`src/rtl/sonar_array_ctrl.sv`:
```
`timescale 1ns/1ps
// -----------------------------------------------------------------------------
// sonar_array_ctrl
//
// Round-robin sequencer for N_CH HC-SR04-style ultrasonic rangers. Only one
// sonar is pinged at a time so echoes from one transducer cannot be mistaken
// for another's. For every ping the controller holds the trigger low, pulses
// it high, waits for the echo to rise, measures the echo-high width in clk
// cycles and then sits out a guard interval before moving on. Each channel
// owns a result slot (distance + valid/overflow/no_echo) that changes only
// when that channel's own ping completes.
//
// Ports
//   clk         system clock
//   reset       asynchronous, active-high
//   start       pulse: begin a sweep (ignored while busy)
//   continuous  1: restart the sweep automatically after sweep_done
//   abort       synchronous: stop the sweep and return to idle
//   ch_enable   channels included in a sweep, latched at sweep start
//   echo        raw echo inputs (asynchronous to clk)
//   trigger     trigger outputs, one-hot or all zero
//   distance    result bank, channel i at [i*CNT_W +: CNT_W]
//   valid       channel holds a good measurement
//   overflow    last ping of the channel saturated the width counter
//   no_echo     last ping of the channel timed out waiting for the echo
//   busy        sequencer is not idle
//   sweep_done  one-cycle pulse at the end of each sweep
// -----------------------------------------------------------------------------
module sonar_array_ctrl #(
    parameter int N_CH          = 4,
    parameter int CNT_W         = 20,
    parameter int TRIG_LOW_CYC  = 150,
    parameter int TRIG_HIGH_CYC = 600,
    parameter int ECHO_WAIT_MAX = 1500000,
    parameter int GUARD_CYC     = 500000
) (
    input  logic                  clk,
    input  logic                  reset,
    input  logic                  start,
    input  logic                  continuous,
    input  logic                  abort,
    input  logic [N_CH-1:0]       ch_enable,
    input  logic [N_CH-1:0]       echo,
    output logic [N_CH-1:0]       trigger,
    output logic [N_CH*CNT_W-1:0] distance,
    output logic [N_CH-1:0]       valid,
    output logic [N_CH-1:0]       overflow,
    output logic [N_CH-1:0]       no_echo,
    output logic                  busy,
    output logic                  sweep_done
);

    localparam int CH_W = (N_CH > 1) ? $clog2(N_CH) : 1;

    // One shared timer serves every state, so it must hold the longest
    // interval as well as a full echo-width count.
    localparam int T_TRIG  = (TRIG_LOW_CYC > TRIG_HIGH_CYC) ? TRIG_LOW_CYC : TRIG_HIGH_CYC;
    localparam int T_WAIT  = (ECHO_WAIT_MAX > GUARD_CYC) ? ECHO_WAIT_MAX : GUARD_CYC;
    localparam int T_MAX   = (T_TRIG > T_WAIT) ? T_TRIG : T_WAIT;
    localparam int T_BITS  = $clog2(T_MAX + 1);
    localparam int TMR_W   = (T_BITS > CNT_W) ? T_BITS : CNT_W;

    localparam logic [TMR_W-1:0] TRIG_LOW_LAST  = TMR_W'(TRIG_LOW_CYC - 1);
    localparam logic [TMR_W-1:0] TRIG_HIGH_LAST = TMR_W'(TRIG_HIGH_CYC - 1);
    localparam logic [TMR_W-1:0] WAIT_LAST      = TMR_W'(ECHO_WAIT_MAX - 1);
    localparam logic [TMR_W-1:0] GUARD_LAST     = TMR_W'(GUARD_CYC - 1);
    // The first echo-high cycle is consumed in WAIT_ECHO, so inside COUNT the
    // number of high cycles seen so far is counter + 1. Saturation happens
    // when that already equals all ones and the echo is still high.
    localparam logic [TMR_W-1:0] OVF_AT         = TMR_W'((2 ** CNT_W) - 2);
    localparam logic [TMR_W-1:0] TMR_ONE        = TMR_W'(1);

    typedef enum logic [2:0] {
        S_IDLE,
        S_TRIG_LOW,
        S_TRIG_HIGH,
        S_WAIT_ECHO,
        S_COUNT,
        S_GUARD
    } state_t;

    typedef struct packed {
        logic            found;
        logic [CH_W-1:0] idx;
    } ch_pick_t;

    state_t                       state;
    logic [TMR_W-1:0]             counter;
    logic [CH_W-1:0]              cur_ch;
    logic [N_CH-1:0]              en_q;
    logic [N_CH-1:0][CNT_W-1:0]   dist_q;
    logic [N_CH-1:0]              sync1;
    logic [N_CH-1:0]              sync2;
    logic                         echo_s;
    ch_pick_t                     next_pick;
    ch_pick_t                     first_pick;

    // Lowest set bit of m at or above index lo.
    function automatic ch_pick_t pick_from(input logic [N_CH-1:0] m, input int lo);
        ch_pick_t p;
        p = '0;
        for (int i = N_CH - 1; i >= 0; i--) begin
            if (m[i] && (i >= lo)) begin
                p.found = 1'b1;
                p.idx   = CH_W'(i);
            end
        end
        return p;
    endfunction

    assign next_pick  = pick_from(en_q, int'(cur_ch) + 1);
    assign first_pick = pick_from(ch_enable, 0);
    assign echo_s     = sync2[cur_ch];
    assign distance   = dist_q;

    // Two-flop synchronizer per channel; the echoes are asynchronous to clk.
    always_ff @(posedge clk or posedge reset) begin
        if (reset) begin
            sync1 <= '0;
            sync2 <= '0;
        end else begin
            sync1 <= echo;
            sync2 <= sync1;
        end
    end

    // NOTE: state and outputs are updated with non-blocking assignments so
    // every branch below sees the values from the start of the cycle.
    always_ff @(posedge clk or posedge reset) begin
        if (reset) begin
            state      <= S_IDLE;
            counter    <= '0;
            cur_ch     <= '0;
            en_q       <= '0;
            trigger    <= '0;
            // NOTE: the result bank is a handful of flops, not a RAM, so it
            // can and must clear on reset along with the flags.
            dist_q     <= '0;
            valid      <= '0;
            overflow   <= '0;
            no_echo    <= '0;
            busy       <= 1'b0;
            sweep_done <= 1'b0;
        end else begin
            sweep_done <= 1'b0;

            if (abort) begin
                // Abort wins over everything, including start and the
                // end-of-sweep pulse; results are left untouched.
                state   <= S_IDLE;
                counter <= '0;
                trigger <= '0;
                busy    <= 1'b0;
            end else begin
                unique case (state)
                    S_IDLE: begin
                        if (start && first_pick.found) begin
                            en_q    <= ch_enable;
                            cur_ch  <= first_pick.idx;
                            counter <= '0;
                            busy    <= 1'b1;
                            state   <= S_TRIG_LOW;
                        end
                    end

                    S_TRIG_LOW: begin
                        if (counter == TRIG_LOW_LAST) begin
                            counter <= '0;
                            trigger <= N_CH'(1) << cur_ch;
                            state   <= S_TRIG_HIGH;
                        end else begin
                            counter <= counter + TMR_ONE;
                        end
                    end

                    S_TRIG_HIGH: begin
                        if (counter == TRIG_HIGH_LAST) begin
                            counter <= '0;
                            trigger <= '0;
                            state   <= S_WAIT_ECHO;
                        end else begin
                            counter <= counter + TMR_ONE;
                        end
                    end

                    S_WAIT_ECHO: begin
                        if (echo_s) begin
                            counter <= '0;
                            state   <= S_COUNT;
                        end else if (counter == WAIT_LAST) begin
                            no_echo[cur_ch]  <= 1'b1;
                            valid[cur_ch]    <= 1'b0;
                            overflow[cur_ch] <= 1'b0;
                            counter          <= '0;
                            state            <= S_GUARD;
                        end else begin
                            counter <= counter + TMR_ONE;
                        end
                    end

                    S_COUNT: begin
                        if (!echo_s) begin
                            dist_q[cur_ch]   <= CNT_W'(counter + TMR_ONE);
                            valid[cur_ch]    <= 1'b1;
                            overflow[cur_ch] <= 1'b0;
                            no_echo[cur_ch]  <= 1'b0;
                            counter          <= '0;
                            state            <= S_GUARD;
                        end else if (counter == OVF_AT) begin
                            dist_q[cur_ch]   <= {CNT_W{1'b1}};
                            overflow[cur_ch] <= 1'b1;
                            valid[cur_ch]    <= 1'b0;
                            no_echo[cur_ch]  <= 1'b0;
                            counter          <= '0;
                            state            <= S_GUARD;
                        end else begin
                            counter <= counter + TMR_ONE;
                        end
                    end

                    S_GUARD: begin
                        // Time only accrues while the echo is low, so a stuck
                        // or saturated echo is waited out before the next ping.
                        if (!echo_s) begin
                            if (counter == GUARD_LAST) begin
                                counter <= '0;
                                if (next_pick.found) begin
                                    cur_ch <= next_pick.idx;
                                    state  <= S_TRIG_LOW;
                                end else begin
                                    sweep_done <= 1'b1;
                                    if (continuous && first_pick.found) begin
                                        en_q   <= ch_enable;
                                        cur_ch <= first_pick.idx;
                                        state  <= S_TRIG_LOW;
                                    end else begin
                                        busy  <= 1'b0;
                                        state <= S_IDLE;
                                    end
                                end
                            end else begin
                                counter <= counter + TMR_ONE;
                            end
                        end
                    end

                    default: begin
                        state   <= S_IDLE;
                        counter <= '0;
                        trigger <= '0;
                        busy    <= 1'b0;
                    end
                endcase
            end
        end
    end

endmodule
```
`config.mk`:
```
export PLATFORM = sky130hd
export DESIGN_NAME = sonar_array_ctrl
export DESIGN_NICKNAME = d
export VERILOG_FILES = /design/src/rtl/sonar_array_ctrl.sv
export SDC_FILE = /design/constraint.sdc
export NUM_CORES = 1
export LEC_CHECK = 0
export BUFFER_PORTS_ARGS = -buffer_cell sky130_fd_sc_hd__buf_4
export CELL_PAD_IN_SITES_DETAIL_PLACEMENT = 2
export CELL_PAD_IN_SITES_GLOBAL_PLACEMENT = 2
export CORE_UTILIZATION = 38
export CTS_CLUSTER_SIZE = 14
export DETAILED_ROUTE_END_ITERATION = 8
export GPL_TIMING_DRIVEN = 0
export PLACE_DENSITY = 0.83
export SETUP_SLACK_MARGIN = 0.4
export SLEW_MARGIN = 10
export SYNTH_ARGS = -nofsm -noshare
export SYNTH_HDL_FRONTEND = slang
export SYNTH_SLANG_ARGS = --single-unit
```
`constraint.sdc`:
```
create_clock -name clk -period 10.8 [get_ports clk]
set_input_delay 2.16 -clock clk [delete_from_list [all_inputs] [get_ports clk]]
set_output_delay 2.16 -clock clk [all_outputs]
set_load 0.05 [all_outputs]
```
After elaboration in Yosys (flattened, before gate mapping) --
Index checks and enable logic that the tools add are counted.
Storage, ports and cells: register bits after elaboration 136, input port bits 13, word-level logic and storage cells 169, output and inout port bits 98
Operators by class: bitwise logic cells 9, add/subtract/negate cells 2, shifts and indexed selects 1, reduce and logical (&&, ||, !) cells 20, $lt $le $gt $ge 6, eq/ne operators 31, muxes and demuxes 84
Operators with widths (number):
- 2-to-1 mux 21 bit | 10
- 2-to-1 mux 80 bit | 2
- case mux 21 bit (6 select lines) | 1
- bitwise mux 80 bit | 1
- 2-to-1 mux 4 bit | 20
- bitwise OR 80 bit | 1
- 2-to-1 mux 3 bit | 18
- demux 20 bit (select 2 bit) | 1
- case mux 4 bit (2 select lines) | 4
- != test 3 bit, second input constant | 9
- adder 21 x 1 -> 21 bit, second input constant | 1
- equality test 21 x 10 -> 1 bit, second input constant | 1
- equality test 21 x 19 -> 1 bit, second input constant | 1
- equality test 21 x 20 -> 1 bit, second input constant | 1
- equality test 21 bit, second input constant | 1
- equality test 21 x 8 -> 1 bit, second input constant | 1
- 2-to-1 mux 20 bit | 1
- case mux 3 bit (6 select lines) | 1
- 2-to-1 mux 1 bit | 15
- != test 2 bit, second input constant | 7
- AND reduction 7 bit | 2
- bitwise AND 4 bit | 3
- bitwise OR 4 bit | 3
- case mux 4 bit (3 select lines) | 1
- other kinds (26) | 47

Depth between registers and ports, before layout --
Gate-level depths: netlist of the first run.
depth in word-level cells 12, mapped depth 10

Least setup slack after synthesis of the first run --
Ideal clock, no wire load.
path type input-to-reg, start in ch_enable[3], end reg counter[7], path slack 6.927 ns, arrival time 3.807 ns, library setup time 0.066 ns, stages 6, path buffers 1, cells stage by stage or4_1 a21oi_1 a22o_1 nor2b_1 clkbuf_1 a221o_1
On the way: cells in the longest elaborated chain, start to end 7
Ends and longest elaborated chain:
- start: declaration | RTL line 42 | input logic [N_CH-1:0] ch_enable,
- 2-to-1 mux 3 bit (4 in a row) | RTL line 103 | if (m[i] && (i >= lo)) begin
- logical AND 1 bit | RTL line 157 | if (start && first_pick.found) begin
- != test 3 bit (no line)
- AND reduction 2 bit (no line)
- end signal: assignment | RTL line 172 | counter <= counter + TMR_ONE;
- end signal: assignment | RTL line 182 | counter <= counter + TMR_ONE;
- end signal: assignment | RTL line 197 | counter <= counter + TMR_ONE;
- end: declaration | RTL line 88 | logic [TMR_W-1:0] counter;
Every way passes these cells. A chain may end at the register's enable or synchronous reset.

Worst setup path after layout of the first run --
start in ch_enable[3], end reg counter[1]
Same word-level chain as after synthesis.

==> impl_metrics.env, run 1 <==
export IMPL_status="completed"
export IMPL_p_comb_frac=0.467
export IMPL_multi_input_area_sq_um=2730
export IMPL_postRouteAntennaNets=0
export IMPL_synth_seq_cells=135
export IMPL_insertion_delay_ps=440
export IMPL_cts_tree="built"
export IMPL_startpoint="ch_enable[3]"
export IMPL_cp_required_ps=11110
export IMPL_worstHoldStart="sync1[1]"
export IMPL_path_buf_inv=2
export IMPL_p_clk_frac=0.243
export IMPL_min_path_type="reg -> reg"
export IMPL_die_area_sq_um=17300
export IMPL_clock_sinks=135
export IMPL_antenna_found_initial=0
export IMPL_ys_flop_type="dfrtp_1"
export IMPL_grt_pass1_wl_um=40300
export IMPL_finalMaxSlewViolations=0
export IMPL_yosys_warnings=0
export IMPL_wl_per_cell_um=25.7
export IMPL_p_sw_mw=1.27
export IMPL_p_seq_frac=0.289
export IMPL_arrival_ps=4700
export IMPL_pre_cts_slack_ps=6140
export IMPL_cp_slowest_stage_delay_ps=590
export IMPL_rows=47
export IMPL_postCtsSetupBuffers=0
export IMPL_grt_max_degree=91
export IMPL_grt_pass1_vias=6524
export IMPL_setup_viol=0
export IMPL_hold_violations=0
export IMPL_clockBufferDepth=2
export IMPL_worstSetupPathType="in -> reg"
export IMPL_cp_slowest_cell="or4_1"
export IMPL_cts_hold_buf=0
export IMPL_synth_nets=649
export IMPL_tns_ps=0
export IMPL_clock_skew_ps=9.93
export IMPL_max_freq_ghz=0.228
export IMPL_grt_total_usage=0.308
export IMPL_cp_top_family="simple AND/OR/NAND/NOR gates"
export IMPL_design_core_area_sq_um=16500
export IMPL_synth_edf_count=0
export IMPL_dp_cells=964
export IMPL_netlist_instances=633
export IMPL_period_minus_slack_ps=4390
export IMPL_areaGrowthSynthToFinish_pct=28.1
export IMPL_numCtsBuffers=17
export IMPL_drc_errors=0
export IMPL_crit_path_max_fanout=10
export IMPL_cap_violations=0
export IMPL_end_kind="flip-flop"
export IMPL_slew_headroom=0.206
export IMPL_syn_cell_area_sq_um=6390
export IMPL_yosysSeqAreaShare=0.529
export IMPL_vias_per_cell=5.98
export IMPL_total_power_mw=2.73
export IMPL_yosysUniqueCellTypes=65
export IMPL_tightestPinTransition_ps=1190
export IMPL_r2r_start="counter[0]"
export IMPL_setup_ws_ps=6410
export IMPL_die_w_um=132
export IMPL_port_buffer_count=110
export IMPL_crit_chain="buf_4, or4_1, a21oi_1, a22o_1, nor2b_1, clkbuf_1, nand2_1, o21ai_0"
export IMPL_root_buffer="clkbuf_16"
export IMPL_initial_core_util=0.387
export IMPL_dr_pass1_iters=4
export IMPL_internal_power_mw=1.46
export IMPL_postCtsResizedCells=0
export IMPL_dieHeight_um=132
export IMPL_rsz0062_at_grt="false"
export IMPL_cts_htree_levels=4
export IMPL_leakage_nw=3.80
export IMPL_vias=5960
export IMPL_antennaDiodeCount=0
export IMPL_async_flop_share=1.00
export IMPL_clk_pin_slew_ps=60
export IMPL_ioPinCount=111
export IMPL_dp_hpwl_um=17800
export IMPL_finalCritPeriodShare=0.406
export IMPL_register_area_sq_um=3380
export IMPL_gp_congestion=0.896
export IMPL_postSynthAreaPerCell_sq_um=10.1
export IMPL_swShare=0.466
export IMPL_drive_gt1_frac=0.249
export IMPL_totalWireLength_um=25600
export IMPL_final_cells=996
export IMPL_nFillCells=1679
export IMPL_nNetsFinal=779
export IMPL_vdd_ir_drop_max_v=0.000162
export IMPL_power_density_nw_per_um2=333
export IMPL_drt_iter0_drc=342
export IMPL_gr_total_overflow=0
export IMPL_start_kind="input pin"
export IMPL_final_util=0.495
## Yosys cell counts, types with 4 or more instances
master / count / area (sq um)
a211oi_1: 6 / 45.0
a21o_1: 7 / 52.6
a21oi_1: 16 / 80.1
a22o_1: 52 / 455
a31oi_1: 23 / 144
buf_2: 15 / 75.1
clkbuf_1: 35 / 131
dfrtp_1: 135 / 3380
inv_1: 13 / 48.8
mux2_2: 10 / 113
nand2_1: 77 / 289
nand2b_1: 5 / 31.3
nand3_1: 12 / 60.1
nand4_1: 7 / 43.8
nor2_1: 49 / 184
nor3_1: 16 / 80.1
nor4_1: 7 / 43.8
o21ai_0: 59 / 295
or2_2: 4 / 25.0
xnor2_1: 11 / 96.3
xor2_1: 6 / 52.6
## through the flow
step                area, sq um  hold WS, ps
floorplan                  6390          331
global placement           7490          337
detailed placement         7520          336
CTS                        8180          360
global route               8180          362
finish                     8180          361
## kinds of logic after synthesis
group	count (synthesis)	synth area share
flip-flops	135	0.529
multiplexers	13	0.0243
buffers and inverters	65	0.0435
AO/OA/AOI/OAI	194	0.215
adder cells (fa/ha/maj)	3	0.00587
XOR/XNOR	17	0.0233
AND/OR/NAND/NOR	206	0.159
## metal layers
layer / global-route usage / part of all wire / vias to the layer above
li1: - / - / 2549
met1: 0.386 / 0.43 / 3187
met2: 0.538 / 0.51 / 179
met3: 0.0451 / 0.036 / 45
met4: 0.108 / 0.025 / 0
met5: 0 / 0 / -
## power groups by stage
stage                     combinational (mW)  sequential (mW)  clock, mW
after global routing                    1.33            0.803      0.683
after global placement                  1.21            0.776          0
final                                   1.27            0.788      0.664
after floorplan                        0.392             1.22          0
after CTS                               1.28            0.787      0.669
after detailed placement                1.25            0.790          0
## flip-flops by register name, indices dropped and copies added, names as in the netlist, named ones only
| name | flops |
|---|---|
| busy | 1 |
| counter | 21 |
| cur_ch | 2 |
| distance | 80 |
| en_q | 3 |
| state | 3 |
| sweep_done | 1 |
| sync1 | 4 |
| sync2 | 4 |
| trigger | 4 |
## layout by cell type (no fill, tap or decap), types with 10 or more instances in the layout
cell       netlist  final
a21oi_1         16     16
a22o_1          52     52
a31oi_1         23     23
buf_2           15     15
buf_4            0    110
clkbuf_1        35     35
clkbuf_16        0     17
dfrtp_1        135    135
inv_1           13     12
mux2_2          10     10
nand2_1         77     77
nand3_1         12     12
nor2_1          49     49
nor3_1          16     16
o21ai_0         59     59
xnor2_1         11     11
## layout make-up
type / instances / area share
plain buffers: 52 / 0.0280
clock buffers: 18 / 0.0537
clock inverters: 14 / 0.0271
inverters: 13 / 0.00657
multi-input cells: 433 / 0.334
flip-flops and latches: 135 / 0.413
well taps: 220 / 0.0336
repair buffers: 111 / 0.104
## worst paths after layout
check,end,slack [ps],depth (start not counted)
max,counter[1],6410,8
min,sync2[1],360,0
max reg2reg,distance[76],7410,8
min reg2reg,sync2[1],360,0
max in group asynchronous,distance[37],8200,3
min in group asynchronous,sync1[3],1750,2
(Power assumes the default switching activity.)
==> run 2, diff against run 1 <==
--- a/config.mk
+++ b/config.mk
@@ -8,11 +8,11 @@
 export BUFFER_PORTS_ARGS = -buffer_cell sky130_fd_sc_hd__buf_4
 export CELL_PAD_IN_SITES_DETAIL_PLACEMENT = 2
 export CELL_PAD_IN_SITES_GLOBAL_PLACEMENT = 2
-export CORE_UTILIZATION = 38
+export CORE_UTILIZATION = 32
 export CTS_CLUSTER_SIZE = 14
 export DETAILED_ROUTE_END_ITERATION = 8
 export GPL_TIMING_DRIVEN = 0
-export PLACE_DENSITY = 0.83
+export PLACE_DENSITY = 0.74
 export SETUP_SLACK_MARGIN = 0.4
 export SLEW_MARGIN = 10
 export SYNTH_ARGS = -nofsm -noshare
==> constraint.sdc (replaced) <==
create_clock -name clk -period 3.6 [get_ports clk]
set_input_delay 0.72 -clock clk [delete_from_list [all_inputs] [get_ports clk]]
set_output_delay 0.72 -clock clk [all_outputs]
set_load 0.05 [all_outputs]
==> impl_metrics.env, run 2 (same netlist as run 1, synthesis figures left out) <==
export IMPL_wl_per_cell_um=22.7
export IMPL_min_path_cells=0
export IMPL_final_util=0.422
export IMPL_p_clk_frac=0.224
export IMPL_worstHoldStart="sync1[0]"
export IMPL_slew_headroom=0.435
export IMPL_worstSetupPathType="reg -> reg"
export IMPL_p_sw_mw=3.70
export IMPL_internal_power_mw=4.16
export IMPL_nNetsFinal=781
export IMPL_cts_hold_buf=0
export IMPL_grt_pass1_vias=6244
export IMPL_clock_sinks=135
export IMPL_finalMaxSlewViolations=0
export IMPL_totalWireLength_um=23700
export IMPL_crit_chain="clkbuf_1, or4b_1, nor3_1, a31oi_1, nor4b_4, a21o_2, buf_2, o21ai_0"
export IMPL_clockBufferDepth=2
export IMPL_tightestPinTransition_ps=842
export IMPL_total_power_mw=7.86
export IMPL_r2r_slack_ps=640
export IMPL_drt_iter0_drc=273
export IMPL_r2r_start="counter[13]"
export IMPL_dieHeight_um=143
export IMPL_cp_slowest_stage_delay_ps=570
export IMPL_vdd_ir_drop_max_v=0.000333
export IMPL_leakage_nw=3.79
export IMPL_initial_core_util=0.327
export IMPL_rows=51
export IMPL_cp_required_ps=3850
export IMPL_clock_skew_ps=11.7
export IMPL_vias_per_cell=5.44
export IMPL_period_minus_slack_ps=2960
export IMPL_areaGrowthSynthToFinish_pct=28.8
export IMPL_min_path_type="reg -> reg"
export IMPL_insertion_delay_ps=430
export IMPL_pre_cts_slack_ps=285
export IMPL_gr_total_overflow=0
export IMPL_numCtsBuffers=17
export IMPL_hold_violations=0
export IMPL_p_comb_frac=0.478
export IMPL_root_buffer="clkbuf_16"
export IMPL_antennaDiodeCount=0
export IMPL_die_w_um=143
export IMPL_ff2ff_path_depth=8
export IMPL_nFillCells=2095
export IMPL_drive_gt1_frac=0.257
export IMPL_r2r_end="counter[8]"
export IMPL_design_core_area_sq_um=19500
export IMPL_ioPinCount=111
export IMPL_crit_path_max_fanout=10
export IMPL_largest_reg_flops=80
export IMPL_drc_errors=0
export IMPL_holdPathEnd="sync2[0]"
export IMPL_cp_slowest_cell="or4b_1"
export IMPL_swShare=0.470
export IMPL_dr_pass1_iters=4
export IMPL_vias=5672
export IMPL_status="completed"
export IMPL_dp_hpwl_um=17500
export IMPL_cts_htree_levels=4
export IMPL_postRouteAntennaNets=0
export IMPL_timing_hold_ws_ps=351
export IMPL_setup_ws_ps=638
export IMPL_gp_congestion=0.837
export IMPL_setup_viol=0
export IMPL_max_freq_ghz=0.338
export IMPL_grt_pass1_wl_um=37100
export IMPL_grt_total_usage=0.243
export IMPL_clk_pin_slew_ps=70
export IMPL_start_kind="flip-flop"
export IMPL_grt_max_degree=41
export IMPL_antenna_found_initial=0
export IMPL_die_area_sq_um=20500
export IMPL_tns_ps=0
export IMPL_port_buffer_count=110
export IMPL_end_kind="flip-flop"
export IMPL_cap_violations=0
export IMPL_rsz0062_at_grt="false"
export IMPL_power_density_nw_per_um2=955
export IMPL_mostFrequentLayoutCells="dfrtp_1, buf_4, nand2_1"
export IMPL_arrival_ps=3210
export IMPL_p_seq_frac=0.297
export IMPL_cts_tree="built"
export IMPL_final_common_cell="dfrtp_1"
export IMPL_finalCritPeriodShare=0.823
run 2: routing by layer:
layer	up-vias	track usage	wire [um]	share of wire
met3	25	0.0447	852	0.036
met1	2968	0.316	10600	0.45
met4	0	0.0605	323	0.014
met2	127	0.416	11900	0.50
li1	2552	-	-	-
met5	-	0	0	0
run 2: timing repair:
| item | CTS | global route |
|---|---|---|
| gates cloned | 0 | 0 |
| buffers inserted | 0 | 0 |
| setup endpoints to repair | 15 | 7 |
| gates resized for setup | 2 | 4 |
run 2: worst max path at each step:
stage                 start            to
2_1_floorplan  ch_enable[3]    counter[7]
3_3_place_gp          reset  distance[35]
3_5_place_dp      cur_ch[0]  distance[52]
4_1_cts          counter[0]  distance[76]
5_1_grt         counter[13]  distance[30]
6_report        counter[13]    counter[8]
run 2: area by class of cell:
| class | instances | area [sq um] | area share |
|---|---|---|---|
| Clock buffer | 19 | 443 | 0.0538 |
| Clock inverter | 13 | 146 | 0.0178 |
| Tap cell | 265 | 332 | 0.0403 |
| Buffer | 52 | 229 | 0.0278 |
| Inverter | 13 | 52.6 | 0.00638 |
| Sequential cell | 135 | 3380 | 0.411 |
| Multi-Input combinational cell | 433 | 2760 | 0.336 |
| Timing Repair Buffer | 113 | 886 | 0.108 |
run 2: worst max-delay path: cells and delay by family, from the launching register on:
family                 cells  cell delay [ps]
buffers and inverters      2              430
DFF                        1              350
and+or+nand+nor            3             1360
AOI/OAI and AO/OA          3              630
run 2: power groups by stage:
stage	sequential [mW]	combinational (mW)	clock [mW]
detailed placement	2.36	3.76	0
global placement	2.33	3.65	0
global route	2.38	3.99	1.84
floorplan	3.66	1.18	0
CTS	2.34	3.79	1.79
finish	2.34	3.76	1.76
run 2: per-stage QoR:
step,instances,cell area (sq um)
finish,1043,8230
global route,1043,8230
CTS,1043,8210
detailed placement,1011,7610
global placement,1008,7550
floorplan,633,6390
